$ cat src/rtl/mem_bus_pkg.sv
// Shared types and constants for the two-port memory bus arbiter.
package mem_bus_pkg;

  typedef enum logic [1:0] {
    IDLE  = 2'd0,
    ISSUE = 2'd1,
    WAIT  = 2'd2
  } arb_state_t;

  localparam int unsigned WE_W   = 2;
  localparam int unsigned SIZE_W = 3;

  // MemWrite encoding from the CPU data side
  localparam logic [WE_W-1:0] WE_NONE = 2'b00;
  localparam logic [WE_W-1:0] WE_BYTE = 2'b01;
  localparam logic [WE_W-1:0] WE_HALF = 2'b10;
  localparam logic [WE_W-1:0] WE_WORD = 2'b11;

  localparam logic [31:0] TIMEOUT_DATA = 32'hDEAD_BEEF;

endpackage

$ cat src/rtl/mem_bus_arbiter_if.sv
// Requester and memory-side signals of the arbiter; slave = arbiter view, master = environment view.
interface mem_bus_arbiter_if #(
  parameter int unsigned AW = 32,
  parameter int unsigned DW = 32
);
  import mem_bus_pkg::*;

  logic              m0_req,    m1_req;
  logic [AW-1:0]     m0_addr,   m1_addr;
  logic [DW-1:0]     m0_wdata,  m1_wdata;
  logic [WE_W-1:0]   m0_we,     m1_we;
  logic [SIZE_W-1:0] m0_size,   m1_size;
  logic              m0_gnt,    m1_gnt;
  logic              m0_rvalid, m1_rvalid;
  logic [DW-1:0]     m0_rdata,  m1_rdata;

  logic              mem_req;
  logic [AW-1:0]     mem_addr;
  logic [DW-1:0]     mem_wdata;
  logic [WE_W-1:0]   mem_we;
  logic [SIZE_W-1:0] mem_size;
  logic              mem_ready;
  logic              mem_rvalid;
  logic [DW-1:0]     mem_rdata;

  modport slave (
    input  m0_req, m0_addr, m0_wdata, m0_we, m0_size,
    input  m1_req, m1_addr, m1_wdata, m1_we, m1_size,
    output m0_gnt, m0_rvalid, m0_rdata,
    output m1_gnt, m1_rvalid, m1_rdata,
    output mem_req, mem_addr, mem_wdata, mem_we, mem_size,
    input  mem_ready, mem_rvalid, mem_rdata
  );

  modport master (
    output m0_req, m0_addr, m0_wdata, m0_we, m0_size,
    output m1_req, m1_addr, m1_wdata, m1_we, m1_size,
    input  m0_gnt, m0_rvalid, m0_rdata,
    input  m1_gnt, m1_rvalid, m1_rdata,
    input  mem_req, mem_addr, mem_wdata, mem_we, mem_size,
    output mem_ready, mem_rvalid, mem_rdata
  );

endinterface

$ cat src/rtl/mem_bus_arbiter_rr.sv
// Combinational 2-way round-robin pick: a contested request goes to the port that did not win last.
module rr_arbiter2 (
  input  logic [1:0] i_req,
  input  logic       i_rr_last,
  output logic       o_valid_c,
  output logic       o_winner_c
);

  always_comb begin
    o_valid_c  = |i_req;
    o_winner_c = 1'b0;
    case (i_req)
      2'b01:   o_winner_c = 1'b0;
      2'b10:   o_winner_c = 1'b1;
      2'b11:   o_winner_c = ~i_rr_last;
      default: o_winner_c = 1'b0;
    endcase
  end

endmodule

$ cat src/rtl/mem_bus_arbiter.sv
// Round-robin arbiter sharing one single-port memory between CPU data (m0) and loader/DMA (m1).
// Define ARB_TIMEOUT_EN to add a read-wait watchdog that returns TIMEOUT_DATA and sets sticky err.
module mem_bus_arbiter
  import mem_bus_pkg::*;
#(
  parameter int unsigned AW             = 32,
  parameter int unsigned DW             = 32,
  parameter int unsigned TIMEOUT_CYCLES = 64
) (
  input  logic                clk,
  input  logic                reset,
  mem_bus_arbiter_if.slave    bus,
  output logic                busy,
  output logic                err
);

  arb_state_t        r_state,   w_state_nxt;
  logic              r_owner,   w_owner_nxt;
  logic              r_rr_last, w_rr_last_nxt;
  logic [AW-1:0]     r_addr,    w_addr_nxt;
  logic [DW-1:0]     r_wdata,   w_wdata_nxt;
  logic [WE_W-1:0]   r_we,      w_we_nxt;
  logic [SIZE_W-1:0] r_size,    w_size_nxt;
  logic [1:0]        r_gnt,     w_gnt_nxt;
  logic [1:0]        r_rvalid,  w_rvalid_nxt;
  logic [DW-1:0]     r_rdata0,  w_rdata0_nxt;
  logic [DW-1:0]     r_rdata1,  w_rdata1_nxt;
  logic              r_mem_req, w_mem_req_nxt;
  logic              r_busy;
  logic              w_pick_valid;
  logic              w_winner;
  logic              w_accept;

`ifdef ARB_TIMEOUT_EN
  localparam int unsigned CNT_W = $clog2(TIMEOUT_CYCLES + 1);
  logic [CNT_W-1:0]  r_to_cnt, w_to_cnt_nxt;
  logic              r_err,    w_err_nxt;
`endif

  rr_arbiter2 u_rr (
    .i_req      ({bus.m1_req, bus.m0_req}),
    .i_rr_last  (r_rr_last),
    .o_valid_c  (w_pick_valid),
    .o_winner_c (w_winner)
  );

  // An issue is accepted only once mem_req is actually presented to the memory
  assign w_accept = r_mem_req & bus.mem_ready;

  // Next-state and next-output logic
  always_comb begin
    w_state_nxt   = r_state;
    w_owner_nxt   = r_owner;
    w_rr_last_nxt = r_rr_last;
    w_addr_nxt    = r_addr;
    w_wdata_nxt   = r_wdata;
    w_we_nxt      = r_we;
    w_size_nxt    = r_size;
    w_gnt_nxt     = 2'b00;
    w_rvalid_nxt  = 2'b00;
    w_rdata0_nxt  = r_rdata0;
    w_rdata1_nxt  = r_rdata1;
    w_mem_req_nxt = 1'b0;
`ifdef ARB_TIMEOUT_EN
    w_to_cnt_nxt  = r_to_cnt;
    w_err_nxt     = r_err;
`endif
    case (r_state)
      IDLE: begin
        if (w_pick_valid) begin
          w_owner_nxt         = w_winner;
          w_rr_last_nxt       = w_winner;
          w_addr_nxt          = w_winner ? bus.m1_addr  : bus.m0_addr;
          w_wdata_nxt         = w_winner ? bus.m1_wdata : bus.m0_wdata;
          w_we_nxt            = w_winner ? bus.m1_we    : bus.m0_we;
          w_size_nxt          = w_winner ? bus.m1_size  : bus.m0_size;
          w_gnt_nxt[w_winner] = 1'b1;
          w_state_nxt         = ISSUE;
        end
      end
      ISSUE: begin
        if (w_accept) begin
          if (r_we != WE_NONE) begin
            w_rvalid_nxt[r_owner] = 1'b1;
            w_state_nxt           = IDLE;
          end else begin
            w_state_nxt = WAIT;
`ifdef ARB_TIMEOUT_EN
            w_to_cnt_nxt = '0;
`endif
          end
        end else begin
          w_mem_req_nxt = 1'b1;
        end
      end
      WAIT: begin
        if (bus.mem_rvalid) begin
          if (r_owner) w_rdata1_nxt = bus.mem_rdata;
          else         w_rdata0_nxt = bus.mem_rdata;
          w_rvalid_nxt[r_owner] = 1'b1;
          w_state_nxt           = IDLE;
        end
`ifdef ARB_TIMEOUT_EN
        // A real response on the expiry cycle wins over the watchdog
        else if (r_to_cnt == CNT_W'(TIMEOUT_CYCLES - 1)) begin
          if (r_owner) w_rdata1_nxt = DW'(TIMEOUT_DATA);
          else         w_rdata0_nxt = DW'(TIMEOUT_DATA);
          w_rvalid_nxt[r_owner] = 1'b1;
          w_err_nxt             = 1'b1;
          w_state_nxt           = IDLE;
        end else begin
          w_to_cnt_nxt = r_to_cnt + CNT_W'(1);
        end
`endif
      end
      default: w_state_nxt = IDLE;
    endcase
  end

  // State and output registers
  always_ff @(posedge clk) begin
    if (reset) begin
      r_state   <= IDLE;
      r_owner   <= 1'b0;
      r_rr_last <= 1'b1;
      r_addr    <= '0;
      r_wdata   <= '0;
      r_we      <= WE_NONE;
      r_size    <= '0;
      r_gnt     <= 2'b00;
      r_rvalid  <= 2'b00;
      r_rdata0  <= '0;
      r_rdata1  <= '0;
      r_mem_req <= 1'b0;
      r_busy    <= 1'b0;
`ifdef ARB_TIMEOUT_EN
      r_to_cnt  <= '0;
      r_err     <= 1'b0;
`endif
    end else begin
      r_state   <= w_state_nxt;
      r_owner   <= w_owner_nxt;
      r_rr_last <= w_rr_last_nxt;
      r_addr    <= w_addr_nxt;
      r_wdata   <= w_wdata_nxt;
      r_we      <= w_we_nxt;
      r_size    <= w_size_nxt;
      r_gnt     <= w_gnt_nxt;
      r_rvalid  <= w_rvalid_nxt;
      r_rdata0  <= w_rdata0_nxt;
      r_rdata1  <= w_rdata1_nxt;
      r_mem_req <= w_mem_req_nxt;
      r_busy    <= (w_state_nxt != IDLE);
`ifdef ARB_TIMEOUT_EN
      r_to_cnt  <= w_to_cnt_nxt;
      r_err     <= w_err_nxt;
`endif
    end
  end

  assign bus.m0_gnt    = r_gnt[0];
  assign bus.m1_gnt    = r_gnt[1];
  assign bus.m0_rvalid = r_rvalid[0];
  assign bus.m1_rvalid = r_rvalid[1];
  assign bus.m0_rdata  = r_rdata0;
  assign bus.m1_rdata  = r_rdata1;
  assign bus.mem_req   = r_mem_req;
  assign bus.mem_addr  = r_addr;
  assign bus.mem_wdata = r_wdata;
  assign bus.mem_we    = r_we;
  assign bus.mem_size  = r_size;
  assign busy          = r_busy;

`ifdef ARB_TIMEOUT_EN
  assign err = r_err;
`else
  assign err = 1'b0;
`endif

endmodule

$ cat src/flat_wrapper.sv
// flat-port wrapper written by rule: the top's interface ports become plain ports
module mem_bus_arbiter_flat import mem_bus_pkg::*;
#(
  parameter int unsigned AW             = 32,
  parameter int unsigned DW             = 32,
  parameter int unsigned TIMEOUT_CYCLES = 64
)
  (clk, reset, busy, err, bus_m0_req, bus_m0_addr, bus_m0_wdata, bus_m0_we, bus_m0_size, bus_m1_req, bus_m1_addr, bus_m1_wdata, bus_m1_we, bus_m1_size, bus_m0_gnt, bus_m0_rvalid, bus_m0_rdata, bus_m1_gnt, bus_m1_rvalid, bus_m1_rdata, bus_mem_req, bus_mem_addr, bus_mem_wdata, bus_mem_we, bus_mem_size, bus_mem_ready, bus_mem_rvalid, bus_mem_rdata);
  mem_bus_arbiter_if #(.AW(AW), .DW(DW)) bus_i ();
  input  logic clk;
  input  logic reset;
  output logic busy;
  output logic err;
  input wire logic [$bits(bus_i.m0_req)-1:0] bus_m0_req;
  input wire logic [$bits(bus_i.m0_addr)-1:0] bus_m0_addr;
  input wire logic [$bits(bus_i.m0_wdata)-1:0] bus_m0_wdata;
  input wire logic [$bits(bus_i.m0_we)-1:0] bus_m0_we;
  input wire logic [$bits(bus_i.m0_size)-1:0] bus_m0_size;
  input wire logic [$bits(bus_i.m1_req)-1:0] bus_m1_req;
  input wire logic [$bits(bus_i.m1_addr)-1:0] bus_m1_addr;
  input wire logic [$bits(bus_i.m1_wdata)-1:0] bus_m1_wdata;
  input wire logic [$bits(bus_i.m1_we)-1:0] bus_m1_we;
  input wire logic [$bits(bus_i.m1_size)-1:0] bus_m1_size;
  output wire logic [$bits(bus_i.m0_gnt)-1:0] bus_m0_gnt;
  output wire logic [$bits(bus_i.m0_rvalid)-1:0] bus_m0_rvalid;
  output wire logic [$bits(bus_i.m0_rdata)-1:0] bus_m0_rdata;
  output wire logic [$bits(bus_i.m1_gnt)-1:0] bus_m1_gnt;
  output wire logic [$bits(bus_i.m1_rvalid)-1:0] bus_m1_rvalid;
  output wire logic [$bits(bus_i.m1_rdata)-1:0] bus_m1_rdata;
  output wire logic [$bits(bus_i.mem_req)-1:0] bus_mem_req;
  output wire logic [$bits(bus_i.mem_addr)-1:0] bus_mem_addr;
  output wire logic [$bits(bus_i.mem_wdata)-1:0] bus_mem_wdata;
  output wire logic [$bits(bus_i.mem_we)-1:0] bus_mem_we;
  output wire logic [$bits(bus_i.mem_size)-1:0] bus_mem_size;
  input wire logic [$bits(bus_i.mem_ready)-1:0] bus_mem_ready;
  input wire logic [$bits(bus_i.mem_rvalid)-1:0] bus_mem_rvalid;
  input wire logic [$bits(bus_i.mem_rdata)-1:0] bus_mem_rdata;
  assign bus_i.m0_req = bus_m0_req;
  assign bus_i.m0_addr = bus_m0_addr;
  assign bus_i.m0_wdata = bus_m0_wdata;
  assign bus_i.m0_we = bus_m0_we;
  assign bus_i.m0_size = bus_m0_size;
  assign bus_i.m1_req = bus_m1_req;
  assign bus_i.m1_addr = bus_m1_addr;
  assign bus_i.m1_wdata = bus_m1_wdata;
  assign bus_i.m1_we = bus_m1_we;
  assign bus_i.m1_size = bus_m1_size;
  assign bus_m0_gnt = bus_i.m0_gnt;
  assign bus_m0_rvalid = bus_i.m0_rvalid;
  assign bus_m0_rdata = bus_i.m0_rdata;
  assign bus_m1_gnt = bus_i.m1_gnt;
  assign bus_m1_rvalid = bus_i.m1_rvalid;
  assign bus_m1_rdata = bus_i.m1_rdata;
  assign bus_mem_req = bus_i.mem_req;
  assign bus_mem_addr = bus_i.mem_addr;
  assign bus_mem_wdata = bus_i.mem_wdata;
  assign bus_mem_we = bus_i.mem_we;
  assign bus_mem_size = bus_i.mem_size;
  assign bus_i.mem_ready = bus_mem_ready;
  assign bus_i.mem_rvalid = bus_mem_rvalid;
  assign bus_i.mem_rdata = bus_mem_rdata;
  mem_bus_arbiter #(.AW(AW), .DW(DW), .TIMEOUT_CYCLES(TIMEOUT_CYCLES)) u_core (.clk(clk), .reset(reset), .bus(bus_i), .busy(busy), .err(err));
endmodule
$ cat config.mk
export PLATFORM = sky130hd
export DESIGN_NAME = mem_bus_arbiter_flat
export DESIGN_NICKNAME = d
export VERILOG_FILES = /design/src/rtl/mem_bus_pkg.sv /design/src/rtl/mem_bus_arbiter_if.sv /design/src/rtl/mem_bus_arbiter_rr.sv /design/src/rtl/mem_bus_arbiter.sv /design/src/flat_wrapper.sv
export SDC_FILE = /design/constraint.sdc
export NUM_CORES = 1
export LEC_CHECK = 0
export ABC_CLOCK_PERIOD_IN_PS = 3300
export BUFFER_PORTS_ARGS = -buffer_cell sky130_fd_sc_hd__buf_4
export CAP_MARGIN = 40
export CORE_AREA = 4 4 122 124
export DETAILED_ROUTE_END_ITERATION = 6
export DIE_AREA = 0 0 126 128
export PLACE_DENSITY = 0.73
export SLEW_MARGIN = 10
export SYNTH_ARGS = -nofsm -noshare
export SYNTH_HDL_FRONTEND = slang
export SYNTH_SLANG_ARGS = --single-unit
$ cat constraint.sdc
create_clock -name clk -period 3.3 [get_ports clk]
set_input_delay 0.165 -clock clk [delete_from_list [all_inputs] [get_ports clk]]
set_output_delay 0.165 -clock clk [all_outputs]
set_load 0.005 [all_outputs]
# Word-level counts from Yosys, hierarchy flattened
# Index checks and enable logic that the tools add are counted.
[totals]
regBits = 143
in_bits = 176
output_inout_bits = 140
elab_cells = 57
[op_classes]
n_lt_le_gt_ge = 4
eq_ne = 4
muxes = 19
n_bitwise = 6
n_reduce_logical = 11
[ops]
columns = ["operator", "count"]
rows = [
  ["$mux W32", 2],
  ["$mux W2", 8],
  ["$eq A2 B2 Y1 const B", 3],
  ["$pmux W2 S3", 1],
  ["$reduce_and A3 Y1", 2],
  ["$not A1 Y1", 5],
  ["$lt A1 B2 Y1 const B", 2],
  ["$pmux W2 S2", 1],
  ["$reduce_bool A2 Y1", 2],
  ["$reduce_or A2 Y1", 2],
  ["$mux W1", 3],
  ["$mux W3", 1],
  ["$reduce_or A3 Y1", 1],
  ["$demux W1 S1", 2],
  ["$eq A2 B1 Y1 const B", 1],
  ["$ge A1 B1 Y1 const B", 2],
  ["$logic_and A1 B1 Y1", 2],
  ["$logic_not A2 Y1", 1],
  ["$pmux W1 S2", 1],
  ["$reduce_and A2 Y1", 1],
  ["$and A1 B1 Y1", 1],
]

# Logic depth before layout (Yosys ltp)
# Gate-level depths: netlist (run 1).
[logic_depth]
depth_word = 7
ltp_mapped = 7

# By module
# A second synthesis (run 1) with hierarchy kept.
[hier_totals]
hier_cells = 556
area_unflattened_um2 = 5170.0
[modules_own_cells]
columns = ["module", "instances", "cells_each", "area_per_inst_um2"]
rows = [
  ["mem_bus_arbiter", 1, 554, 5156.2],
  ["rr_arbiter2", 1, 2, 13.8],
]

# Worst setup path after synthesis (run 1)
# Ideal clock, no wire load.
[synth_timing]
path_kind = "register -> register"
startpoint = "register u_core.r_state[1]"
endpoint = "register u_core.r_wdata[4], in the netlist u_core.bus.mem_wdata[4]"
t_arrival_ns = 1.351
required_ns = 3.161
path_slack_ns = 1.810
path_stages_with_launch = 7
n_path_buf = 2
cell_sequence = "dfxtp_1 > inv_1 > ha_1 > o21a_2 > buf_2 > clkbuf_1 > a211oi_1"
[synth_between]
elab_chain_cells = 2
[synth_rtl]
columns = ["item", "line", "source"]
rows = [
  ["from (decl)", "mem_bus_arbiter.sv:17", "arb_state_t r_state, w_state_nxt;"],
  ["from (signal assigned)", "mem_bus_arbiter.sv:141", "r_state <= w_state_nxt;"],
  ["$logic_not A2 Y1", "mem_bus_arbiter.sv:68", "case (r_state)"],
  ["$reduce_and A2 Y1 (no source line)", "-", ""],
  ["to (signal assigned)", "mem_bus_arbiter.sv:145", "r_wdata <= w_wdata_nxt;"],
  ["to (decl)", "mem_bus_arbiter.sv:21", "logic [DW-1:0] r_wdata, w_wdata_nxt;"],
]
# No other way between the ends.
# A chain may end at the register's enable or synchronous reset.

# Worst setup path in the final report (run 1)
[layout_timing]
startpoint = "register u_core.r_state[1]"
endpoint = "register u_core.r_wdata[16], in the netlist u_core.bus.mem_wdata[16]"
# Same word-level chain as after synthesis.

==> results of run 1 <==
-- power breakdown --
part / leakage (µW) / switching (µW) / internal, µW / total, µW
clock network: 0.000299 / 726 / 1260 / 1990
registers: 0.00117 / 74.4 / 1860 / 1930
logic: 0.00254 / 383 / 468 / 851
-- through the flow --
stage	total power [µW]	cell area, µm²	cells	hold slack, ns	utilization (%)
6_report	4770	9089	1150	0.02059	65.99
3_5_place_dp	2799	8159	1087	0.4303	59.24
2_1_floorplan	2367	5793	638	0.3010	-
3_3_place_gp	2783	8132	1086	0.4218	59.04
5_1_grt	4979	9089	1150	0.02377	65.99
4_1_cts	4818	9089	1150	0.00008424	65.99
-- cells by family after synthesis --
| family | count (synthesis) | share of synthesized area, % |
|---|---|---|
| AO/OA/AOI/OAI | 148 | 16.61 |
| adder cells (fa/ha/maj) | 5 | 1.080 |
| buffers and inverters | 58 | 6.393 |
| flip-flops | 143 | 49.42 |
| multiplexers | 69 | 11.92 |
| other | 1 | 0.06473 |
| AND/OR/NAND/NOR | 214 | 14.51 |
-- layer usage --
metal  part of all wire, %  wire length, µm  vias to the layer above
met3                   7.1             1253                       22
li1                      -                -                     2845
met2                    51             9134                      203
met5                     0                0                        -
met1                    40             7042                     2466
met4                   1.7              307                        0
-- how the worst min path moves through the flow --
stage / cells after the start / to / start
2_1_floorplan: 2 / u_core.bus.m0_rdata[0]$_SDFFE_PP0N_ / bus_mem_rdata[0]
3_3_place_gp: 3 / u_core.bus.m0_rdata[8]$_SDFFE_PP0N_ / bus_mem_rdata[8]
3_5_place_dp: 3 / u_core.bus.m0_rdata[5]$_SDFFE_PP0N_ / bus_mem_rdata[5]
4_1_cts: 3 / u_core.bus.m0_rdata[12]$_SDFFE_PP0N_ / bus_mem_rdata[12]
5_1_grt: 3 / u_core.bus.m0_rdata[12]$_SDFFE_PP0N_ / bus_mem_rdata[12]
6_report: 3 / u_core.bus.m0_rdata[12]$_SDFFE_PP0N_ / bus_mem_rdata[12]
-- flip-flops by register name, summed over array words and instances, names as in the netlist, 2 cells and up --
name	cells
u_core.r_state	2
u_core.bus.mem_size	3
u_core.bus.mem_wdata	32
u_core.bus.m1_rdata	32
u_core.bus.m0_rdata	32
u_core.r_rvalid	2
u_core.r_gnt	2
u_core.bus.mem_we	2
u_core.bus.mem_addr	32
-- synth_stat cells, drive strengths merged, types with 2 or more instances --
cell / instances
a2111oi: 2
a211oi: 70
a21oi: 65
buf: 24
clkbuf: 30
dfxtp: 143
ha: 5
inv: 4
mux2i: 69
nand2: 130
nor2: 73
nor3b: 2
o211ai: 2
o21ai: 3
-- critical path, cell delays in order (launching register included) --
cell and delay [ns]:
dfxtp_1 0.36, inv_1 0.14, ha_1 0.30, o21a_4 0.58
buf_12 0.36, nor2_1 0.07, a211oi_1 0.23
-- repair_timing --
action,in CTS,in global routing
hold endpoints to repair,58,0
gates resized for setup,0,0
hold buffers,31,0
-- final cells by class --
type	instances	area [µm²]
timing repair buffer	354	2793
fill	1136	4684
multi-input combinational	437	2574
inverter	4	15.01
clock buffer	17	425.4
tap	180	225.2
sequential	143	2863
clock inverter	15	193.9
==> insert_results.sql, run 1 <==
INSERT INTO impl_metrics (metric_group, metric, value, unit) VALUES
('setup_path', 'timing.reg2reg.setup_slack', '1.10', 'ns'),
('global_routing', 'most_used_routing_layer_in_global_routing', 'met2', ''),
('synth', 'synth-seq-cells', '143', ''),
('die', 'floorplan.die_area', '0.01613', 'mm²'),
('setup_path', 'crit_start', 'u_core.r_state[1]$_SDFF_PP0_', ''),
('timing', 'setup-violations-final', '0', ''),
('setup_path', 'type_of_the_setup_path_with_the_least_slack', 'reg2reg', ''),
('setup_path', 'cp_data_required_time', '3.62', 'ns'),
('final_layout', 'layout_net_count', '1138', ''),
('setup_path', 'timing.critical_path.to', 'u_core.bus.mem_wdata[16]$_SDFFE_PP0N_', ''),
('flow_run', 'cap_viol_max_count', '0', ''),
('placement', 'post-place-ws', '1.135', 'ns'),
('synth', 'post_synth.cell_area_avg', '9.080', 'µm²'),
('die', 'start_util', '42.06', '%'),
('detailed_routing', 'detail_route.wirelength', '17740', 'µm'),
('setup_path', 'critical_path_peak_fanout', '80', ''),
('synth', 'ys_seq_area_share', '49.42', '%'),
('timing', 'setup_slack', '1.100', 'ns'),
('synth', 'synthDistinctLibCells', '33', ''),
('clock_network', 'cts-root-to-sink-buffers', '2', ''),
('power', 'power-per-cell-area', '524.9', 'mW/mm²'),
('final_layout', 'final_common_cell', 'buf_4', ''),
('status', 'status', 'completed', ''),
('timing', 'timing.final.max_slew_violations', '0', ''),
('synth', 'synth-edff-count', '0', ''),
('final_layout', 'syn_to_final_growth', '56.89', '%'),
('die', 'die-height', '128', 'µm'),
('synth', 'netlist_top_cells_area', 'dfxtp_1 (49%), mux2i_1 (12%), a211oi_1 (8.7%)', ''),
('timing', 'period_needed', '2.200', 'ns'),
('global_routing', 'grt_overflow_total', '0', ''),
('detailed_routing', 'vias', '5536', ''),
('synth', 'ys_dominant_reg_cell', 'dfxtp_1', ''),
('synth', 'syn-cell-area', '0.005793', 'mm²'),
('final_layout', 'drive_gt1_share', '37.32', '%'),
('placement', 'io_buffer_count', '314', ''),
('detailed_routing', 'drt_pre_antenna_iters', '4', ''),
('detailed_routing', 'initialDrtViolationCount', '304', ''),
('power', 'power.ir.vdd_worst', '0.0003780', 'V'),
('global_routing', 'grt.total_usage', '21.51', '%'),
('die', 'core.rowCount', '43', ''),
('timing', 'max_slew_margin', '58.90', '%'),
('die', 'ios', '316', ''),
('setup_path', 'rr_startpoint', 'u_core.r_state[1]$_SDFF_PP0_', ''),
('setup_path', 'worstSetupEndpointType', 'flop', ''),
('placement', 'detailedPlacementHpwl', '12770', 'µm'),
('global_routing', 'antenna_found_initial', '0', ''),
('synth', 'synthCells', '638', ''),
('detailed_routing', 'avgRoutedWirePerCell', '15.42', 'µm'),
('synth', 'net_count_of_the_mapped_netlist', '819', ''),
('timing', 'worst_slew_pin_slew', '0.6165', 'ns'),
('global_routing', 'grt_pass1_vias', '5501', ''),
('synth', 'synth-async-reset-ratio', '0', '%'),
('die', 'design.core.area', '0.01377', 'mm²'),
('clock_network', 'insertion_delay', '0.42', 'ns'),
('hold_path', 'min_path_type', 'in2reg', ''),
('detailed_routing', 'remaining_drc_errors', '0', ''),
('clock_network', 'cts.htree.levels', '4', ''),
('clock_network', 'cts_tree', 'yes', ''),
('placement', 'place.gp.congestion', '0.8153', ''),
('power', 'power.static_leakage', '0.004006', 'µW'),
('timing', 'final.setup_skew', '0.007761', 'ns'),
('global_routing', 'grt.met3_usage', '6.167', '%'),
('final_layout', 'most-common-layout-cells', 'buf_4 (319), dfxtp_1 (143), nand2_1 (130)', ''),
('timing', 'final-hold-violation-count', '0', ''),
('timing', 'grt_setup_unrepaired', 'false', ''),
('die', 'die_w', '126', 'µm'),
('timing', 'final.period_utilization', '66.65', '%'),
('global_routing', 'largest_net_degree_at_the_start_of_global_routing', '81', ''),
('clock_network', 'buffers_inserted_during_post_cts_setup_optimization', '0', ''),
('timing', 'clock.fmax', '0.4546', 'GHz'),
('synth', 'synthesis.yosys.warnings', '0', '');
(Power assumes the default switching activity.)
==> inputs of run 2 (changes only) <==
ABC_CLOCK_PERIOD_IN_PS = 1900   (was 3300)
CORE_AREA = unset   (was 4 4 122 124)
CORE_MARGIN = 4   (was unset)
CORE_UTILIZATION = 40   (was unset)
DIE_AREA = unset   (was 0 0 126 128)
clock period = 1.9 ns   (was 3.3 ns; I/O delays follow)
==> run 2 against run 1 <==
  * Wire length is 4.2% higher
  * Total power is 70% higher
  * Via count is 1.9% higher
  * Combinational power is 82% higher
  * First-iteration DRC count is 23% lower
  * Sequential cell count stayed put
  * Worst setup slack worse by 0.87 ns
  * Critical path depth stayed put
==> insert_results.sql, run 2 (synthesized netlist as in run 1, its figures left out) <==
INSERT INTO impl_metrics (metric_group, metric, value, unit) VALUES
('timing', 'final.setup_skew', '0.003921', 'ns'),
('setup_path', 'timing.critical_path.slowest_cell_delay', '0.35', 'ns'),
('clock_network', 'cts_resized', '0', ''),
('timing', 'period_needed', '1.670', 'ns'),
('final_layout', 'most-common-layout-cells', 'buf_4 (322), dfxtp_1 (143), nand2_1 (130)', ''),
('timing', 'final-hold-violation-count', '0', ''),
('setup_path', 'crit_buf_inv', '2', ''),
('clock_network', 'clock_net_sink_count', '143', ''),
('die', 'core.rowCount', '43', ''),
('setup_path', 'worst-r2r-cell-count', '6', ''),
('global_routing', 'antenna_found_initial', '0', ''),
('setup_path', 'type_of_the_setup_path_with_the_least_slack', 'reg2reg', ''),
('detailed_routing', 'avgRoutedWirePerCell', '15.94', 'µm'),
('die', 'start_util', '41.25', '%'),
('global_routing', 'grt_overflow_total', '0', ''),
('final_layout', 'layout.filler_cells', '1183', ''),
('final_layout', 'drive_gt1_share', '37.65', '%'),
('detailed_routing', 'remaining_drc_errors', '0', ''),
('detailed_routing', 'drt_pre_antenna_iters', '4', ''),
('timing', 'setup_slack', '0.2300', 'ns'),
('timing', 'timing.final.max_slew_violations', '0', ''),
('hold_path', 'holdPathStages', '3', ''),
('final_layout', 'register_cell_area_after_layout', '0.002863', 'mm²'),
('placement', 'post-place-ws', '0.1460', 'ns'),
('clock_network', 'cts_inserted_buffers', '17', ''),
('setup_path', 'critical_path_peak_fanout', '42', ''),
('die', 'die_w', '128.3', 'µm'),
('placement', 'place.gp.congestion', '0.7884', ''),
('setup_path', 'crit_arrival', '1.99', 'ns'),
('final_layout', 'syn_to_final_growth', '58.40', '%'),
('timing', 'timing.setup.tns', '0', 'ns'),
('die', 'die-height', '128.3', 'µm'),
('timing', 'final.period_utilization', '87.90', '%'),
('detailed_routing', 'detail_route.wirelength', '18490', 'µm'),
('die', 'ios', '316', ''),
('placement', 'io_buffer_count', '314', ''),
('detailed_routing', 'route.detailed.vias_per_inst', '4.861', ''),
('setup_path', 'critical_path.slowest_cell', 'dfxtp_1', ''),
('global_routing', 'largest_net_degree_at_the_start_of_global_routing', '59', ''),
('clock_network', 'path_clk_slew', '0.06', 'ns'),
('timing', 'clock.fmax', '0.5988', 'GHz'),
('power', 'power-per-cell-area', '885.3', 'mW/mm²'),
('timing', 'max_slew_margin', '56.65', '%'),
('detailed_routing', 'vias', '5639', ''),
('flow_run', 'cap_viol_max_count', '0', ''),
('timing', 'worst_slew_pin_slew', '0.6503', 'ns'),
('die', 'design.core.area', '0.01404', 'mm²'),
('setup_path', 'cp_data_required_time', '2.22', 'ns'),
('final_layout', 'layout_net_count', '1148', ''),
('setup_path', 'family_with_the_most_delay_on_the_worst_path', 'compound AO/OA/AOI/OAI gates', ''),
('final_layout', 'final_common_cell', 'buf_4', ''),
('global_routing', 'grt.total_usage', '21.81', '%'),
('clock_network', 'clock_tree_root_buffer_cell', 'clkbuf_16', ''),
('clock_network', 'cts-root-to-sink-buffers', '2', ''),
('status', 'status', 'completed', ''),
('setup_path', 'worst_setup_path_start_kind', 'flop', ''),
('timing', 'grt_setup_unrepaired', 'false', ''),
('power', 'power.ir.vdd_worst', '0.0007076', 'V'),
('final_layout', 'num_antenna_cells', '0', ''),
('setup_path', 'cp_num_cells', '6', ''),
('clock_network', 'cts.htree.levels', '4', ''),
('detailed_routing', 'initialDrtViolationCount', '233', ''),
('setup_path', 'path_cells', 'inv_1, ha_1, o21a_4, buf_12, nor2_1, a211oi_1', ''),
('detailed_routing', 'ant_nets', '0', ''),
('global_routing', 'first_pass_grt_wire_length', '28230', 'µm'),
('power', 'power.static_leakage', '0.004043', 'µW'),
('clock_network', 'cts_tree', 'yes', ''),
('final_layout', 'multi_input_area', '0.002574', 'mm²'),
('die', 'floorplan.die_area', '0.01647', 'mm²'),
('setup_path', 'worstSetupEndpointType', 'flop', ''),
('placement', 'detailedPlacementHpwl', '13600', 'µm'),
('global_routing', 'grt_pass1_vias', '5583', ''),
('timing', 'setup-violations-final', '0', ''),
('hold_path', 'min_path_type', 'in2reg', ''),
('clock_network', 'insertion_delay', '0.41', 'ns');
[run 2: worst paths after layout]
kind	endpoint	start	slack (ns)
max reg2reg	u_core.bus.mem_wdata[6]$_SDFFE_PP0N_	u_core.r_state[1]$_SDFF_PP0_	0.23
min	u_core.bus.mem_addr[7]$_SDFFE_PP0N_	bus_m0_addr[7]	0.03
min reg2reg	u_core.bus.m0_rdata[27]$_SDFFE_PP0N_	u_core.bus.m0_rdata[27]$_SDFFE_PP0N_	0.45
max	u_core.bus.mem_wdata[6]$_SDFFE_PP0N_	u_core.r_state[1]$_SDFF_PP0_	0.23
[run 2: cell type report]
class | count | area share [%]
sequential | 143 | 31.20
tap | 180 | 2.454
timing repair buffer | 364 | 31.80
inverter | 4 | 0.1636
multi-input combinational | 437 | 28.05
clock buffer | 18 | 4.786
clock inverter | 14 | 1.554
[run 2: where the power goes]
part / total [µW] / switching [µW] / internal (µW)
clock: 3210 / 1250 / 1960
sequential: 3360 / 131 / 3230
combinational: 1550 / 691 / 859
[run 2: metal layers]
metal	part of all wire, %	GRT usage, %	up-vias	wire, µm
li1	-	-	2867	-
met1	38	25.16	2509	7057
met2	52	37.82	235	9529
met3	7.6	5.729	28	1403
met4	2.7	9.925	0	499
met5	0	0	-	0
[run 2: timing repair]
action | 4_1_cts | 5_1_grt
endpoints found under the setup margin | 0 | 8
setup buffers | 0 | 1
hold buffers | 34 | 0
endpoints found under the hold margin | 67 | 0
[run 2: through the flow]
stage / hold WS, ns / cells / util, % / cell area [µm²] / power (µW)
final: 0.02973 / 1160 / 65.35 / 9176 / 8124
after global routing: 0.01769 / 1160 / 65.35 / 9176 / 8527
after CTS: 0.004497 / 1159 / 65.29 / 9169 / 8221
after detailed placement: 0.3596 / 1093 / 58.73 / 8247 / 4929
after global placement: 0.3526 / 1093 / 58.73 / 8247 / 4906
after floorplan: 0.2310 / 638 / - / 5793 / 4111
[run 2: worst register-to-register path, stage by stage (launching register included)]
cell	delay [ns]
dfxtp_1	0.35
inv_1	0.12
ha_1	0.30
o21a_4	0.28
buf_12	0.23
nor2_1	0.06
a211oi_1	0.23
